===== src/rtl/result_monitor.sv =====
// result_monitor
// Watches the core's data-memory write port, records the words written to a
// small window of result slots, and once the program exits (or hangs) compares
// them with a table of expected values to give a single pass/fail verdict.
// It also counts cache accesses and hits per channel while the program runs.
module result_monitor #(
    parameter int          ADDR_W         = 32,
    parameter int          DATA_W         = 32,
    parameter int          NUM_SLOTS      = 8,
    parameter int unsigned BASE_ADDR      = 32'h1000,
    parameter int          NUM_CH         = 2,
    parameter int          CNT_W          = 32,
    parameter int          DRAIN_CYCLES   = 10,
    parameter int          TIMEOUT_CYCLES = 5000
) (
    input  logic                         clk,
    input  logic                         rst,
    input  logic                         start,
    input  logic                         mem_wen,
    input  logic [ADDR_W-1:0]            mem_addr,
    input  logic [DATA_W-1:0]            mem_wdata,
    input  logic                         exit_i,
    input  logic                         cfg_wen,
    input  logic [$clog2(NUM_SLOTS)-1:0] cfg_idx,
    input  logic [DATA_W-1:0]            cfg_data,
    input  logic [NUM_SLOTS-1:0]         slot_en,
    input  logic [NUM_CH-1:0]            cache_acc,
    input  logic [NUM_CH-1:0]            cache_hit,
    input  logic [$clog2(NUM_SLOTS)-1:0] rd_idx,
    output logic [DATA_W-1:0]            rd_data,
    output logic                         busy,
    output logic                         done,
    output logic                         pass,
    output logic                         timed_out,
    output logic [NUM_SLOTS-1:0]         written,
    output logic [NUM_SLOTS-1:0]         mismatch,
    output logic [$clog2(NUM_SLOTS)-1:0] first_fail,
    output logic [CNT_W-1:0]             cycle_cnt,
    output logic [NUM_CH*CNT_W-1:0]      acc_cnt,
    output logic [NUM_CH*CNT_W-1:0]      hit_cnt
);

    localparam int IDX_W   = $clog2(NUM_SLOTS);
    localparam int DRAIN_W = (DRAIN_CYCLES < 1) ? 1 : $clog2(DRAIN_CYCLES + 1);

    localparam logic [ADDR_W-1:0]  BASE         = ADDR_W'(BASE_ADDR);
    localparam logic [ADDR_W-1:0]  SPAN         = ADDR_W'(4 * NUM_SLOTS);
    localparam logic [CNT_W-1:0]   CNT_MAX      = '1;
    localparam logic [CNT_W-1:0]   TIMEOUT_LAST = CNT_W'(TIMEOUT_CYCLES - 1);
    localparam logic [DRAIN_W-1:0] DRAIN_LOAD   = DRAIN_W'(DRAIN_CYCLES);

    typedef enum logic [2:0] {
        S_IDLE,
        S_RUN,
        S_DRAIN,
        S_CHECK,
        S_DONE
    } state_t;

    state_t               state_q, state_d;
    logic [DRAIN_W-1:0]   drain_q, drain_d;
    logic [CNT_W-1:0]     cycleCnt_q, cycleCnt_d;
    logic                 timedOut_q, timedOut_d;

    logic [DATA_W-1:0]    captured_q [NUM_SLOTS];
    logic [DATA_W-1:0]    expected_q [NUM_SLOTS];
    logic [NUM_SLOTS-1:0] written_q;
    logic [DATA_W-1:0]    rdData_q;

    logic [NUM_SLOTS-1:0] mismatch_c, mismatch_q;
    logic [IDX_W-1:0]     firstFail_c, firstFail_q;
    logic                 pass_q;

    logic [CNT_W-1:0]     acc_q [NUM_CH];
    logic [CNT_W-1:0]     hit_q [NUM_CH];

    logic                 active;
    logic [ADDR_W-1:0]    addrOff;
    logic                 addrHit;
    logic [IDX_W-1:0]     hitIdx;

    // Counters stop at all-ones instead of wrapping back to a small value
    function automatic logic [CNT_W-1:0] satInc(input logic [CNT_W-1:0] v,
                                               input logic en);
        if (en && (v != CNT_MAX)) begin
            return v + CNT_W'(1);
        end
        return v;
    endfunction

    // Capture and counting happen only while the program runs or drains
    assign active  = (state_q == S_RUN) || (state_q == S_DRAIN);

    // A write lands in a slot only when it is word aligned inside the window
    assign addrOff = mem_addr - BASE;
    assign addrHit = mem_wen && (mem_addr >= BASE) && (addrOff < SPAN)
                     && (mem_addr[1:0] == 2'b00);
    assign hitIdx  = addrOff[IDX_W+1:2];

    // State register plus the run bookkeeping that travels with it
    always_ff @(posedge clk) begin
        if (rst) begin
            state_q    <= S_IDLE;
            drain_q    <= '0;
            cycleCnt_q <= '0;
            timedOut_q <= 1'b0;
        end else begin
            state_q    <= state_d;
            drain_q    <= drain_d;
            cycleCnt_q <= cycleCnt_d;
            timedOut_q <= timedOut_d;
        end
    end

    // Next-state logic: exit beats timeout, drain lets late writes settle
    always_comb begin
        state_d    = state_q;
        drain_d    = drain_q;
        cycleCnt_d = cycleCnt_q;
        timedOut_d = timedOut_q;
        case (state_q)
            S_IDLE: begin
                if (start) begin
                    state_d    = S_RUN;
                    cycleCnt_d = '0;
                end
            end
            S_RUN: begin
                cycleCnt_d = satInc(cycleCnt_q, 1'b1);
                if (exit_i) begin
                    if (DRAIN_CYCLES == 0) begin
                        state_d = S_CHECK;
                    end else begin
                        state_d = S_DRAIN;
                        drain_d = DRAIN_LOAD;
                    end
                end else if (cycleCnt_q == TIMEOUT_LAST) begin
                    timedOut_d = 1'b1;
                    state_d    = S_CHECK;
                end
            end
            S_DRAIN: begin
                cycleCnt_d = satInc(cycleCnt_q, 1'b1);
                drain_d    = drain_q - DRAIN_W'(1);
                if (drain_q <= DRAIN_W'(1)) begin
                    state_d = S_CHECK;
                end
            end
            S_CHECK: begin
                state_d = S_DONE;
            end
            S_DONE: begin
                state_d = S_DONE;
            end
            default: begin
                state_d = S_IDLE;
            end
        endcase
    end

    // Expected table is only programmable while idle
    always_ff @(posedge clk) begin
        if (rst) begin
            for (int i = 0; i < NUM_SLOTS; i++) begin
                expected_q[i] <= '0;
            end
        end else if ((state_q == S_IDLE) && cfg_wen) begin
            expected_q[cfg_idx] <= cfg_data;
        end
    end

    // Result capture: the last write to a slot wins
    always_ff @(posedge clk) begin
        if (rst) begin
            for (int i = 0; i < NUM_SLOTS; i++) begin
                captured_q[i] <= '0;
            end
            written_q <= '0;
        end else if (active && addrHit) begin
            captured_q[hitIdx] <= mem_wdata;
            written_q[hitIdx]  <= 1'b1;
        end
    end

    // Registered read-back of a captured slot, usable in any state
    always_ff @(posedge clk) begin
        if (rst) begin
            rdData_q <= '0;
        end else begin
            rdData_q <= captured_q[rd_idx];
        end
    end

    // Slot comparison and lowest-index failure search
    always_comb begin
        mismatch_c  = '0;
        firstFail_c = '0;
        for (int i = 0; i < NUM_SLOTS; i++) begin
            mismatch_c[i] = slot_en[i]
                            & (~written_q[i] | (captured_q[i] != expected_q[i]));
        end
        for (int i = NUM_SLOTS - 1; i >= 0; i--) begin
            if (mismatch_c[i]) begin
                firstFail_c = IDX_W'(i);
            end
        end
    end

    // Verdict is latched once in CHECK and then frozen until reset
    always_ff @(posedge clk) begin
        if (rst) begin
            mismatch_q  <= '0;
            firstFail_q <= '0;
            pass_q      <= 1'b0;
        end else if (state_q == S_CHECK) begin
            mismatch_q  <= mismatch_c;
            firstFail_q <= firstFail_c;
            pass_q      <= ~|mismatch_c & ~timedOut_q;
        end
    end

    // Per-channel cache statistics; a hit without an access is ignored
    always_ff @(posedge clk) begin
        if (rst) begin
            for (int c = 0; c < NUM_CH; c++) begin
                acc_q[c] <= '0;
                hit_q[c] <= '0;
            end
        end else if (active) begin
            for (int c = 0; c < NUM_CH; c++) begin
                acc_q[c] <= satInc(acc_q[c], cache_acc[c]);
                hit_q[c] <= satInc(hit_q[c], cache_acc[c] & cache_hit[c]);
            end
        end
    end

    for (genvar c = 0; c < NUM_CH; c++) begin : g_pack
        assign acc_cnt[c*CNT_W +: CNT_W] = acc_q[c];
        assign hit_cnt[c*CNT_W +: CNT_W] = hit_q[c];
    end

    assign rd_data    = rdData_q;
    assign busy       = active;
    assign done       = (state_q == S_DONE);
    assign pass       = pass_q;
    assign timed_out  = timedOut_q;
    assign written    = written_q;
    assign mismatch   = mismatch_q;
    assign first_fail = firstFail_q;
    assign cycle_cnt  = cycleCnt_q;

endmodule


===== config.mk =====
export PLATFORM = sky130hd
export DESIGN_NAME = result_monitor
export DESIGN_NICKNAME = d
export VERILOG_FILES = /design/src/rtl/result_monitor.sv
export SDC_FILE = /design/constraint.sdc
export NUM_CORES = 1
export LEC_CHECK = 0
export ABC_AREA = 0
export ABC_CLOCK_PERIOD_IN_PS = 8100
export CAP_MARGIN = 20
export CORE_MARGIN = 5
export CORE_UTILIZATION = 45
export DETAILED_ROUTE_END_ITERATION = 10
export HOLD_SLACK_MARGIN = 0.08
export PLACE_DENSITY = 0.71
export SYNTH_ARGS = -nofsm -noshare
export SYNTH_HDL_FRONTEND = slang
export SYNTH_SLANG_ARGS = --single-unit

===== constraint.sdc =====
create_clock -name clk -period 8.1 [get_ports clk]
set_input_delay 1.215 -clock clk [delete_from_list [all_inputs] [get_ports clk]]
set_output_delay 1.215 -clock clk [all_outputs]
set_load 0.1 [all_outputs]

After elaboration in Yosys (flattened, before gate mapping)
Memory sizes are Yosys's and may differ from the RTL's. A register that Yosys moved wholly into a read port is not among the register bits.
Cells that the tools add are included.
{"block": "word_totals", "elab_cells": 180, "ff_bits": 60, "inputBits": 120, "mem_count": 4, "mem_bits_rw": 640}
{"block": "op_classes", "n_mux": 74, "eq_ne": 24, "add_sub_neg": 7, "magnitude_cmp": 5, "reduce_logical": 24, "bitwise_logic": 34}
{"name": "captured_q", "depth": 8, "width": 32, "read_ports": 9, "rd_clocked_by_memory_dff": 1, "write_ports": 8, "line_no": "65", "source": "logic [DATA_W-1:0] captured_q [NUM_SLOTS];"}
{"name": "expected_q", "depth": 8, "width": 32, "read_ports": 8, "rd_clocked_by_memory_dff": 0, "write_ports": 8, "line_no": "66", "source": "logic [DATA_W-1:0] expected_q [NUM_SLOTS];"}
{"name": "acc_q", "depth": 2, "width": 32, "read_ports": 2, "rd_clocked_by_memory_dff": 0, "write_ports": 2, "line_no": "74", "source": "logic [CNT_W-1:0] acc_q [NUM_CH];"}
{"name": "hit_q", "depth": 2, "width": 32, "read_ports": 2, "rd_clocked_by_memory_dff": 0, "write_ports": 2, "line_no": "75", "source": "logic [CNT_W-1:0] hit_q [NUM_CH];"}
{"cell": "two-way mux 32 bit", "n": 26}
{"cell": "inequality test 32 bit", "n": 8}
{"cell": "adder 32 x 1 -> 32 bit (second input constant)", "n": 5}
{"cell": "inequality test 32 bit (second input constant)", "n": 5}
{"cell": "one-hot mux 32 bit (3 select lines)", "n": 1}
{"cell": "OR reduction 32 bit", "n": 2}
{"cell": "two-way mux 3 bit", "n": 14}
{"cell": "equality test 32 x 13 -> 1 bit (second input constant)", "n": 1}
{"cell": "greater-or-equal comparator 32 x 13 -> 1 bit (second input constant)", "n": 1}
{"cell": "< comparator 32 x 6 -> 1 bit (second input constant)", "n": 1}
{"cell": "subtractor 32 x 13 -> 32 bit (second input constant)", "n": 1}
{"cell": "two-way mux 1 bit", "n": 29}
{"cell": "OR 1 bit", "n": 12}
{"cell": "one-hot mux 3 bit (4 select lines)", "n": 1}
{"cell": "AND 1 bit", "n": 11}
{"cell": "logical AND 1 bit", "n": 10}
{"cell": "NOT 1 bit", "n": 10}
{"cell": "OR 8 bit", "n": 1}
{"cell": "one-hot mux 4 bit (2 select lines)", "n": 1}
{"cell": "OR reduction 8 bit", "n": 1}
{"cell": "equality test 3 x 2 -> 1 bit (second input constant)", "n": 2}
{"cell": "inequality test 2 x 1 -> 1 bit (second input constant)", "n": 3}
{"cell": "AND reduction 3 bit", "n": 2}
{"cell": "less-or-equal comparator 4 x 1 -> 1 bit (second input constant)", "n": 1}
{"cell": "other kinds (18)", "n": 19}

Longest topological paths before layout
Gate-level depths: netlist of the first run.
{"block": "logic_depth", "ltp_word": 11, "ltp_mapped": 9, "depth_no_buf": 8}

Worst setup path before layout of the first run
OpenSTA, ideal clock, no wires.
{"block": "synth_path", "path_type": "input port to flip-flop", "start": "input mem_addr[16]", "end": "memory captured_q[2][0], enable pin", "required_ps": 7634, "path_slack_ps": 3237, "cell_stages": 5, "t_arrival_ps": 4397, "setup_time_ps": 466, "path_buffers": 0, "path_cell_list": "nor4_1 nand2b_1 xor2_1 nand4b_1 o21ai_0"}
{"element": "start: declaration", "line_no": "20", "source": "input logic [ADDR_W-1:0] mem_addr,"}
{"element": "end: declaration", "line_no": "65"}

==> flow_metrics.env, run 1 <==
export IMPL_rsz0062_at_grt="no"
export IMPL_clkLatencyLatePin_ns=0.65
export IMPL_io_buffers=334
export IMPL_syn_area_sq_um=33900
export IMPL_async_flop_share_pct=0
export IMPL_critical_path_max_fanout=56
export IMPL_dp_slack_ns=2.64
export IMPL_clk_pin_slew_ns=0.06
export IMPL_cellPowerDensity_nw_per_um2=227
export IMPL_fin_ws_ns=3.51
export IMPL_yosysSeqAreaShare_pct=62.0
export IMPL_cts_root_buf="clkbuf_16"
export IMPL_tightest_slew_ns=1.24
export IMPL_required_ns=8.35
export IMPL_routed_wl_microns=106000
export IMPL_synth_edf_count=640
export IMPL_dieHeight_microns=285
export IMPL_synth_main_ff_cell="edfxtp_1"
export IMPL_drt_pass1_iterations=6
export IMPL_run_status="complete, no violations"
export IMPL_critical_path_endpoint="captured_q[0][9]$_SDFFCE_PN0P_"
export IMPL_cts_buffer_depth=3
export IMPL_setup_violations=0
export IMPL_grt_pass1_vias=22823
export IMPL_worst_setup_path_end_kind="flip-flop"
export IMPL_post_cts_buffers=0
export IMPL_synth_nets=2736
export IMPL_areaGrowthSynthToFinish_pct=21.6
export IMPL_num_io_pins=335
export IMPL_wl_per_cell_microns=26.6
export IMPL_vias_per_cell=5.73
export IMPL_cts_htree_levels=3
export IMPL_tns_ns=0
export IMPL_hold_class="reg2reg"
export IMPL_design_core_area_sq_um=74600
export IMPL_holdBufCountCts=0
export IMPL_max_vdd_ir_drop_uv=149
export IMPL_dieArea_sq_um=81000
export IMPL_netlist_instances=2609
export IMPL_ant_nets=0
export IMPL_gr_usage_all_layers_pct=25.4
export IMPL_ys_warn_count=0
export IMPL_num_fill_cells=5983
export IMPL_rr_worst_depth=9
export IMPL_cts_buffers=79
export IMPL_leakage_uw=0.0153
export IMPL_layout_drive_gt1_share_pct=9.18
export IMPL_worst_ep_arrival_time_ns=4.84
export IMPL_start_kind="primary input"
export IMPL_max_freq_ghz=0.218
export IMPL_skew_ns=0.0295
export IMPL_cts_tree="yes"
export IMPL_period_minus_slack_ns=4.59
export IMPL_final_cell_mix="edfxtp_1, and2_1, clkdlybuf4s50_1"
export IMPL_drv_slew=0
export IMPL_hold_viol_final=0
export IMPL_start_util_pct=45.5
export IMPL_numClockSinks=732
export IMPL_drt_iter0_markers=2492
export IMPL_nNetsFinal=3091
export IMPL_r2r_end="captured_q[0][9]$_SDFFCE_PN0P_"
export IMPL_post_route_period_util_pct=56.7
export IMPL_cap_violations=0
export IMPL_timing_rr_start="state_q[1]$_SDFFE_PP0P_"
export IMPL_antenna_found_initial=17
export IMPL_syn_area_per_cell_sq_um=13.0
export IMPL_routabilityCongestion=0.904
export IMPL_grt_overflow=0
export IMPL_ys_types=59
export IMPL_hpwl_microns=75100
export IMPL_grt_pass1_wl_microns=152000
export IMPL_vias=22898
export IMPL_grt_max_degree=69
export IMPL_relSlewSlack_pct=16.7
export IMPL_drc=0
export IMPL_worstSetupPathType="in2reg"
export IMPL_row_count=100
export IMPL_final_common_cell="edfxtp_1"
export IMPL_crit_start="rst"
export IMPL_die_x_microns=285
export IMPL_reg2reg_slack_ns=3.98
export IMPL_cts_resized=0
export IMPL_ys_ff_latch=732
per-layer routing:
| metal | vias up | track usage, % | wire, microns |
|---|---|---|---|
| met5 | - | 0 | 15 |
| li1 | 10025 | - | - |
| met3 | 206 | 7.44 | 12600 |
| met1 | 11380 | 32.2 | 39000 |
| met4 | 4 | 9.24 | 4240 |
| met2 | 1283 | 41.7 | 50400 |
final cells by class:
class                   instances  area [sq um]  share of cell area, %
diodes                          1          2.50                0.00606
inverters                      26          97.6                  0.236
well taps                     969          1210                   2.94
flip-flops and latches        732         21100                   51.0
clock inverters                39           422                   1.02
multi-input cells            1751         12600                   30.5
clock buffers                 107          2210                   5.35
repair buffers                374          3670                   8.88
flip-flops by register name, indices dropped and copies added (netlist names):
register / cells
captured_q: 256
mismatch: 8
rd_data: 32
first_fail: 3
acc_q: 64
timed_out: 1
written: 8
state_q: 3
pass: 1
hit_q: 64
drain_q: 4
cycle_cnt: 32
expected_q: 256
worst min-delay path by stage:
stage	slack (ns)	cells after the start	startpoint	end
after floorplan	0.47	2	drain_q[2]$_SDFFE_PP0P_	drain_q[2]$_SDFFE_PP0P_
after global placement	0.47	2	mismatch[2]$_SDFFE_PP0N_	mismatch[2]$_SDFFE_PP0N_
after detailed placement	0.49	2	mismatch[2]$_SDFFE_PP0N_	mismatch[2]$_SDFFE_PP0N_
after CTS	0.50	2	mismatch[2]$_SDFFE_PP0N_	mismatch[2]$_SDFFE_PP0N_
after global routing	0.53	2	mismatch[2]$_SDFFE_PP0N_	mismatch[2]$_SDFFE_PP0N_
final	0.49	2	mismatch[2]$_SDFFE_PP0N_	mismatch[2]$_SDFFE_PP0N_
power breakdown:
part           internal, uW  switching [uW]
combinational           333             946
sequential             4280             142
clock                  2150            1510
total                  6760            2590
cells in the mapped netlist (28+ instances only):
cell type	n	area (sq um)
a21oi_1	39	195
and2_1	517	3230
and3_1	28	175
clkbuf_1	82	308
dfxtp_1	92	1840
edfxtp_1	640	19200
mux2i_1	36	360
mux4_2	64	1440
nand2_1	80	300
nand3_1	65	325
nand4_1	36	225
nor2_1	225	845
nor3_1	30	150
nor4_1	72	450
o21ai_0	46	230
or3_1	32	200
xnor2_1	60	526
xor2_1	317	2780
logic make-up (layout without fill, tap and decap cells):
group           Yosys count  in the layout  share of synthesized area [%]
buf+inv                 126            546                           1.44
xor+xnor                377            377                           9.73
other cells               0              1                              0
mux                     100            100                           5.31
simple gates           1141           1141                           19.0
fa+ha+maj                 7              7                          0.258
compound gates          126            126                           2.27
flops                   732            732                           62.0
critical path, cell delays in order:
cell	delay, ns
buf_2	0.10
buf_4	0.32
inv_2	0.13
nand2_1	0.28
buf_16	0.28
nor2_4	0.16
nand4b_1	0.72
nor3_4	0.35
buf_4	0.38
or2_2	0.80
per-stage QoR:
stage / hold WS, ns / cells / cell area (sq um) / util (%) / power [uW]
2_1_floorplan: 0.471 / 2609 / 33900 / - / 5290
3_3_place_gp: 0.469 / 3850 / 38600 / 51.7 / 5750
3_5_place_dp: 0.488 / 3851 / 38600 / 51.8 / 5770
4_1_cts: 0.502 / 3997 / 41200 / 55.3 / 9390
5_1_grt: 0.530 / 3998 / 41300 / 55.3 / 9610
6_report: 0.494 / 3999 / 41300 / 55.4 / 9360
Power figures use the tool's default switching activity.
==> run 2, diff against run 1 <==
--- a/config.mk
+++ b/config.mk
@@ -6,13 +6,13 @@
 export NUM_CORES = 1
 export LEC_CHECK = 0
 export ABC_AREA = 0
-export ABC_CLOCK_PERIOD_IN_PS = 8100
+export ABC_CLOCK_PERIOD_IN_PS = 4000
 export CAP_MARGIN = 20
 export CORE_MARGIN = 5
 export CORE_UTILIZATION = 45
 export DETAILED_ROUTE_END_ITERATION = 10
 export HOLD_SLACK_MARGIN = 0.08
-export PLACE_DENSITY = 0.71
+export PLACE_DENSITY = 0.74
 export SYNTH_ARGS = -nofsm -noshare
 export SYNTH_HDL_FRONTEND = slang
 export SYNTH_SLANG_ARGS = --single-unit
==> constraint.sdc (replaced) <==
create_clock -name clk -period 4 [get_ports clk]
set_input_delay 0.6 -clock clk [delete_from_list [all_inputs] [get_ports clk]]
set_output_delay 0.6 -clock clk [all_outputs]
set_load 0.1 [all_outputs]
==> flow_metrics.env, run 2 (synthesis gave the netlist of run 1 again) <==
export IMPL_required_ns=4.32
export IMPL_dieArea_sq_um=81000
export IMPL_grt_pass1_vias=23080
export IMPL_numPlacedInstances=3868
export IMPL_io_buffers=334
export IMPL_final_cell_mix="edfxtp_1, and2_1, clkdlybuf4s50_1"
export IMPL_grt_overflow=0
export IMPL_power_frac_seq_pct=48.1
export IMPL_rsz0062_at_grt="no"
export IMPL_dieHeight_microns=285
export IMPL_reg_largest_list="captured_q (256), expected_q (256)"
export IMPL_cap_violations=0
export IMPL_final_core_util_pct=55.4
export IMPL_relSlewSlack_pct=21.6
export IMPL_dp_slack_ns=0.630
export IMPL_holdBufCountCts=0
export IMPL_clk_pin_slew_ns=0.06
export IMPL_p_sw_share_pct=28.0
export IMPL_cts_tree="yes"
export IMPL_hold_viol_final=0
export IMPL_areaGrowthSynthToFinish_pct=21.6
export IMPL_wl_per_cell_microns=26.6
export IMPL_vias=23219
export IMPL_cts_buffers=78
export IMPL_power_frac_clock_pct=37.9
export IMPL_worstSetupPathType="reg2reg"
export IMPL_grt_max_degree=88
export IMPL_layout_drive_gt1_share_pct=9.63
export IMPL_vias_per_cell=5.78
export IMPL_antenna_found_initial=10
export IMPL_power_switching_uw=5220
export IMPL_tightest_slew_ns=1.18
export IMPL_run_status="complete, no violations"
export IMPL_worst_setup_path_end_kind="flip-flop"
export IMPL_period_minus_slack_ns=3.34
export IMPL_drt_pass1_iterations=5
export IMPL_numClockSinks=732
export IMPL_design_core_area_sq_um=74600
export IMPL_worst_ep_arrival_time_ns=3.67
export IMPL_hold_class="in2reg"
export IMPL_hp_start="rst"
export IMPL_routabilityCongestion=0.920
export IMPL_cts_resized=0
export IMPL_reg2reg_slack_ns=0.66
export IMPL_gr_usage_all_layers_pct=25.5
export IMPL_cts_buffer_depth=3
export IMPL_fin_ws_ns=0.657
export IMPL_max_freq_ghz=0.299
export IMPL_start_util_pct=45.5
export IMPL_timing_rr_start="acc_q[0][32]$_SDFFCE_PN0P_"
export IMPL_nNetsFinal=3106
export IMPL_row_count=100
export IMPL_final_common_cell="edfxtp_1"
export IMPL_drt_iter0_markers=2932
export IMPL_combinationalPowerShare_pct=14.0
export IMPL_post_cts_buffers=0
export IMPL_drc=0
export IMPL_setup_violations=0
export IMPL_internal_power_uw=13400
export IMPL_max_vdd_ir_drop_uv=356
export IMPL_post_route_period_util_pct=83.6
export IMPL_hpwl_microns=74900
export IMPL_num_io_pins=335
export IMPL_hold_slack_ns=0.254
export IMPL_grt_pass1_wl_microns=154000
export IMPL_crit_start="acc_q[0][32]$_SDFFCE_PN0P_"
export IMPL_start_kind="flip-flop"
export IMPL_cts_htree_levels=3
export IMPL_leakage_uw=0.0153
export IMPL_tns_ns=0
export IMPL_die_x_microns=285
export IMPL_final_cells=4017
export IMPL_routed_wl_microns=107000
export IMPL_ant_nets=0
export IMPL_clkLatencyLatePin_ns=0.63
export IMPL_skew_ns=0.0198
export IMPL_cts_root_buf="clkbuf_16"
export IMPL_cellPowerDensity_nw_per_um2=451
export IMPL_critical_path_max_fanout=32
export IMPL_drv_slew=0
==> run 2: changes by cell type in the layout (fill, tap and decap cells not counted), sizes merged <==
cell	delta
clkinv	+3
buf	+17
bufinv	-3
diode	+4
clkbuf	-5
clkdlybuf4s50	-1
inv	+3
==> run 2: area by class of cell <==
class	instances	area [sq um]
Antenna cell	5	12.5
Clock buffer	102	2150
Clock inverter	42	322
Fill cell	5970	33300
Inverter	26	97.6
Multi-Input combinational cell	1751	12600
Sequential cell	732	21100
Tap cell	969	1210
Timing Repair Buffer	390	3830
==> run 2: critical path, cell delays in order, from the launching register on <==
cell      delay [ns]
edfxtp_1        0.44
ha_1            0.24
inv_1           0.06
nor2_1          0.37
nand4_2         0.30
nor3_1          0.53
nand3_1         0.39
nand3_1         0.33
nand2_1         0.09
buf_4           0.30
==> run 2: stage by stage <==
step | area [sq um] | power (uW)
2_1_floorplan | 33900 | 10700
6_report | 41300 | 18600
4_1_cts | 41300 | 18700
3_5_place_dp | 38800 | 11700
3_3_place_gp | 38800 | 11700
5_1_grt | 41300 | 19100
==> run 2: metal layers <==
metal | vias to the layer above | global-route usage (%) | part of all wire, %
met2 | 1473 | 42.8 | 48
met1 | 11476 | 32.7 | 35
met5 | - | 0 | 0.015
met3 | 201 | 6.51 | 12
met4 | 2 | 8.16 | 3.6
li1 | 10067 | - | -
==> run 2: final timing paths <==
check	end	cells past startpoint
max reg2reg	acc_q[0][33]$_SDFFCE_PN0P_	9
max	acc_q[0][33]$_SDFFCE_PN0P_	9
min reg2reg	pass$_SDFFE_PP0N_	2
min	cycle_cnt[0]$_SDFFE_PP0P_	2
==> run 2: power by group through the flow <==
stage	logic, uW	clock network [uW]	registers, uW
2_1_floorplan	696	0	10000
5_1_grt	2690	7430	9000
6_report	2610	7060	8960
3_3_place_gp	2570	0	9090
4_1_cts	2600	7120	8960
3_5_place_dp	2590	0	9120
==> run 3, diff against run 2 <==
--- a/config.mk
+++ b/config.mk
@@ -6,13 +6,13 @@
 export NUM_CORES = 1
 export LEC_CHECK = 0
 export ABC_AREA = 0
-export ABC_CLOCK_PERIOD_IN_PS = 4000
+export ABC_CLOCK_PERIOD_IN_PS = 3100
 export CAP_MARGIN = 20
 export CORE_MARGIN = 5
 export CORE_UTILIZATION = 45
 export DETAILED_ROUTE_END_ITERATION = 10
 export HOLD_SLACK_MARGIN = 0.08
-export PLACE_DENSITY = 0.74
+export PLACE_DENSITY = 0.71
 export SYNTH_ARGS = -nofsm -noshare
 export SYNTH_HDL_FRONTEND = slang
 export SYNTH_SLANG_ARGS = --single-unit
==> constraint.sdc (replaced) <==
create_clock -name clk -period 3.1 [get_ports clk]
set_input_delay 0.465 -clock clk [delete_from_list [all_inputs] [get_ports clk]]
set_output_delay 0.465 -clock clk [all_outputs]
set_load 0.1 [all_outputs]
==> flow_metrics.env, run 3 (synthesis gave the netlist of run 1 again) <==
export IMPL_grt_pass1_wl_microns=155000
export IMPL_row_count=100
export IMPL_timing_rr_start="hit_q[0][40]$_SDFFCE_PN0P_"
export IMPL_drv_slew=0
export IMPL_dp_slack_ns=0.0947
export IMPL_antenna_found_initial=6
export IMPL_cts_htree_levels=3
export IMPL_dieHeight_microns=285
export IMPL_clk_pin_slew_ns=0.06
export IMPL_numPlacedInstances=3888
export IMPL_final_cell_mix="edfxtp_1, and2_1, xor2_1"
export IMPL_clkLatencyLatePin_ns=0.64
export IMPL_final_common_cell="edfxtp_1"
export IMPL_power_frac_seq_pct=47.6
export IMPL_reg_largest_list="captured_q (256), expected_q (256)"
export IMPL_wl_per_cell_microns=26.3
export IMPL_post_route_period_util_pct=89.8
export IMPL_fin_ws_ns=0.317
export IMPL_post_cts_buffers=0
export IMPL_power_switching_uw=6780
export IMPL_grt_max_degree=97
export IMPL_cts_tree="yes"
export IMPL_routed_wl_microns=106000
export IMPL_worst_setup_path_end_kind="output pin"
export IMPL_max_vdd_ir_drop_uv=452
export IMPL_hpwl_microns=76400
export IMPL_num_io_pins=335
export IMPL_cap_violations=0
export IMPL_cts_buffer_depth=3
export IMPL_grt_overflow=0
export IMPL_period_minus_slack_ns=2.78
export IMPL_drc=0
export IMPL_setup_violations=0
export IMPL_combinationalPowerShare_pct=13.8
export IMPL_internal_power_uw=17500
export IMPL_r2r_end="hit_q[0][44]$_SDFFCE_PN0P_"
export IMPL_hold_class="in2reg"
export IMPL_routabilityCongestion=0.939
export IMPL_grt_pass1_vias=23394
export IMPL_hold_viol_final=0
export IMPL_reg2reg_slack_ns=0.35
export IMPL_ant_nets=0
export IMPL_total_power_uw=24300
export IMPL_start_util_pct=45.5
export IMPL_leakage_uw=0.0159
export IMPL_cellPowerDensity_nw_per_um2=588
export IMPL_worstSetupPathType="reg2out"
export IMPL_cts_root_buf="clkbuf_16"
export IMPL_skew_ns=0.0284
export IMPL_rr_worst_depth=6
export IMPL_whs_endpoint="state_q[2]$_SDFFE_PP0P_"
export IMPL_start_kind="flip-flop"
export IMPL_required_ns=2.63
export IMPL_gr_usage_all_layers_pct=25.5
export IMPL_p_sw_share_pct=27.9
export IMPL_max_freq_ghz=0.359
export IMPL_worst_ep_arrival_time_ns=2.32
export IMPL_vias_per_cell=5.72
export IMPL_cts_resized=0
export IMPL_holdBufCountCts=0
export IMPL_final_cells=4038
export IMPL_dieArea_sq_um=81000
export IMPL_numClockSinks=732
export IMPL_design_core_area_sq_um=74600
export IMPL_rsz0062_at_grt="no"
export IMPL_die_x_microns=285
export IMPL_power_frac_clock_pct=38.6
export IMPL_areaGrowthSynthToFinish_pct=21.8
export IMPL_critical_path_max_fanout=12
export IMPL_layout_drive_gt1_share_pct=17.7
export IMPL_drt_pass1_iterations=5
export IMPL_relSlewSlack_pct=43.7
export IMPL_drt_iter0_markers=2518
export IMPL_nNetsFinal=3128
export IMPL_io_buffers=334
export IMPL_run_status="complete, no violations"
export IMPL_tightest_slew_ns=0.845
export IMPL_hp_start="rst"
export IMPL_vias=23080
export IMPL_hold_depth=2
export IMPL_cts_buffers=80
==> run 3: stage by stage <==
step,hold WS [ns],instance area [sq um],util (%),setup TNS [ns]
global route,0.145,41300,55.4,0
CTS,0.110,41300,55.4,0
global placement,0.447,38700,52.0,0
detailed placement,0.451,38800,52.0,0
floorplan,0.471,34000,-,-143.57
finish,0.137,41300,55.4,0
==> run 3: layout make-up <==
type | instances | area (sq um)
Clock inverter | 42 | 308
Sequential cell | 732 | 21100
Multi-Input combinational cell | 1751 | 12700
Tap cell | 969 | 1210
Inverter | 26 | 97.6
Antenna cell | 3 | 7.51
Clock buffer | 105 | 2260
Fill cell | 5982 | 33200
Timing Repair Buffer | 410 | 3740
==> run 3: worst max-delay path, cell delays in order, from the launching register on <==
cell and delay (ns):
dfxtp_1 0.37, nand2b_1 0.23, a21oi_2 0.39, buf_4 0.35
buf_4 0.35
==> run 3: how the worst max path moves through the flow <==
stage / depth (start not counted) / end / startpoint
detailed placement: 9 / captured_q[1][16]$_SDFFCE_PN0P_ / mem_addr[16]
global route: 4 / busy / state_q[1]$_SDFFE_PP0P_
finish: 4 / busy / state_q[1]$_SDFFE_PP0P_
CTS: 4 / busy / state_q[1]$_SDFFE_PP0P_
global placement: 9 / captured_q[0][21]$_SDFFCE_PN0P_ / mem_addr[16]
floorplan: 4 / expected_q[2][0]$_SDFFCE_PN0P_ / rst
==> run 3: power groups by stage <==
stage	logic [uW]	clock network, uW	registers (uW)
after global placement	3300	0	11700
after global routing	3470	9900	11600
after floorplan	907	0	12900
after detailed placement	3340	0	11800
final	3360	9380	11600
after CTS	3360	9490	11600
==> run 3: routing by layer <==
metal | share of wire, % | up-vias | global-route usage [%]
li1 | - | 10108 | -
met1 | 38 | 11529 | 33.4
met2 | 48 | 1241 | 42.0
met3 | 11 | 200 | 5.93
met4 | 3.8 | 2 | 8.82
met5 | 0.012 | - | 0
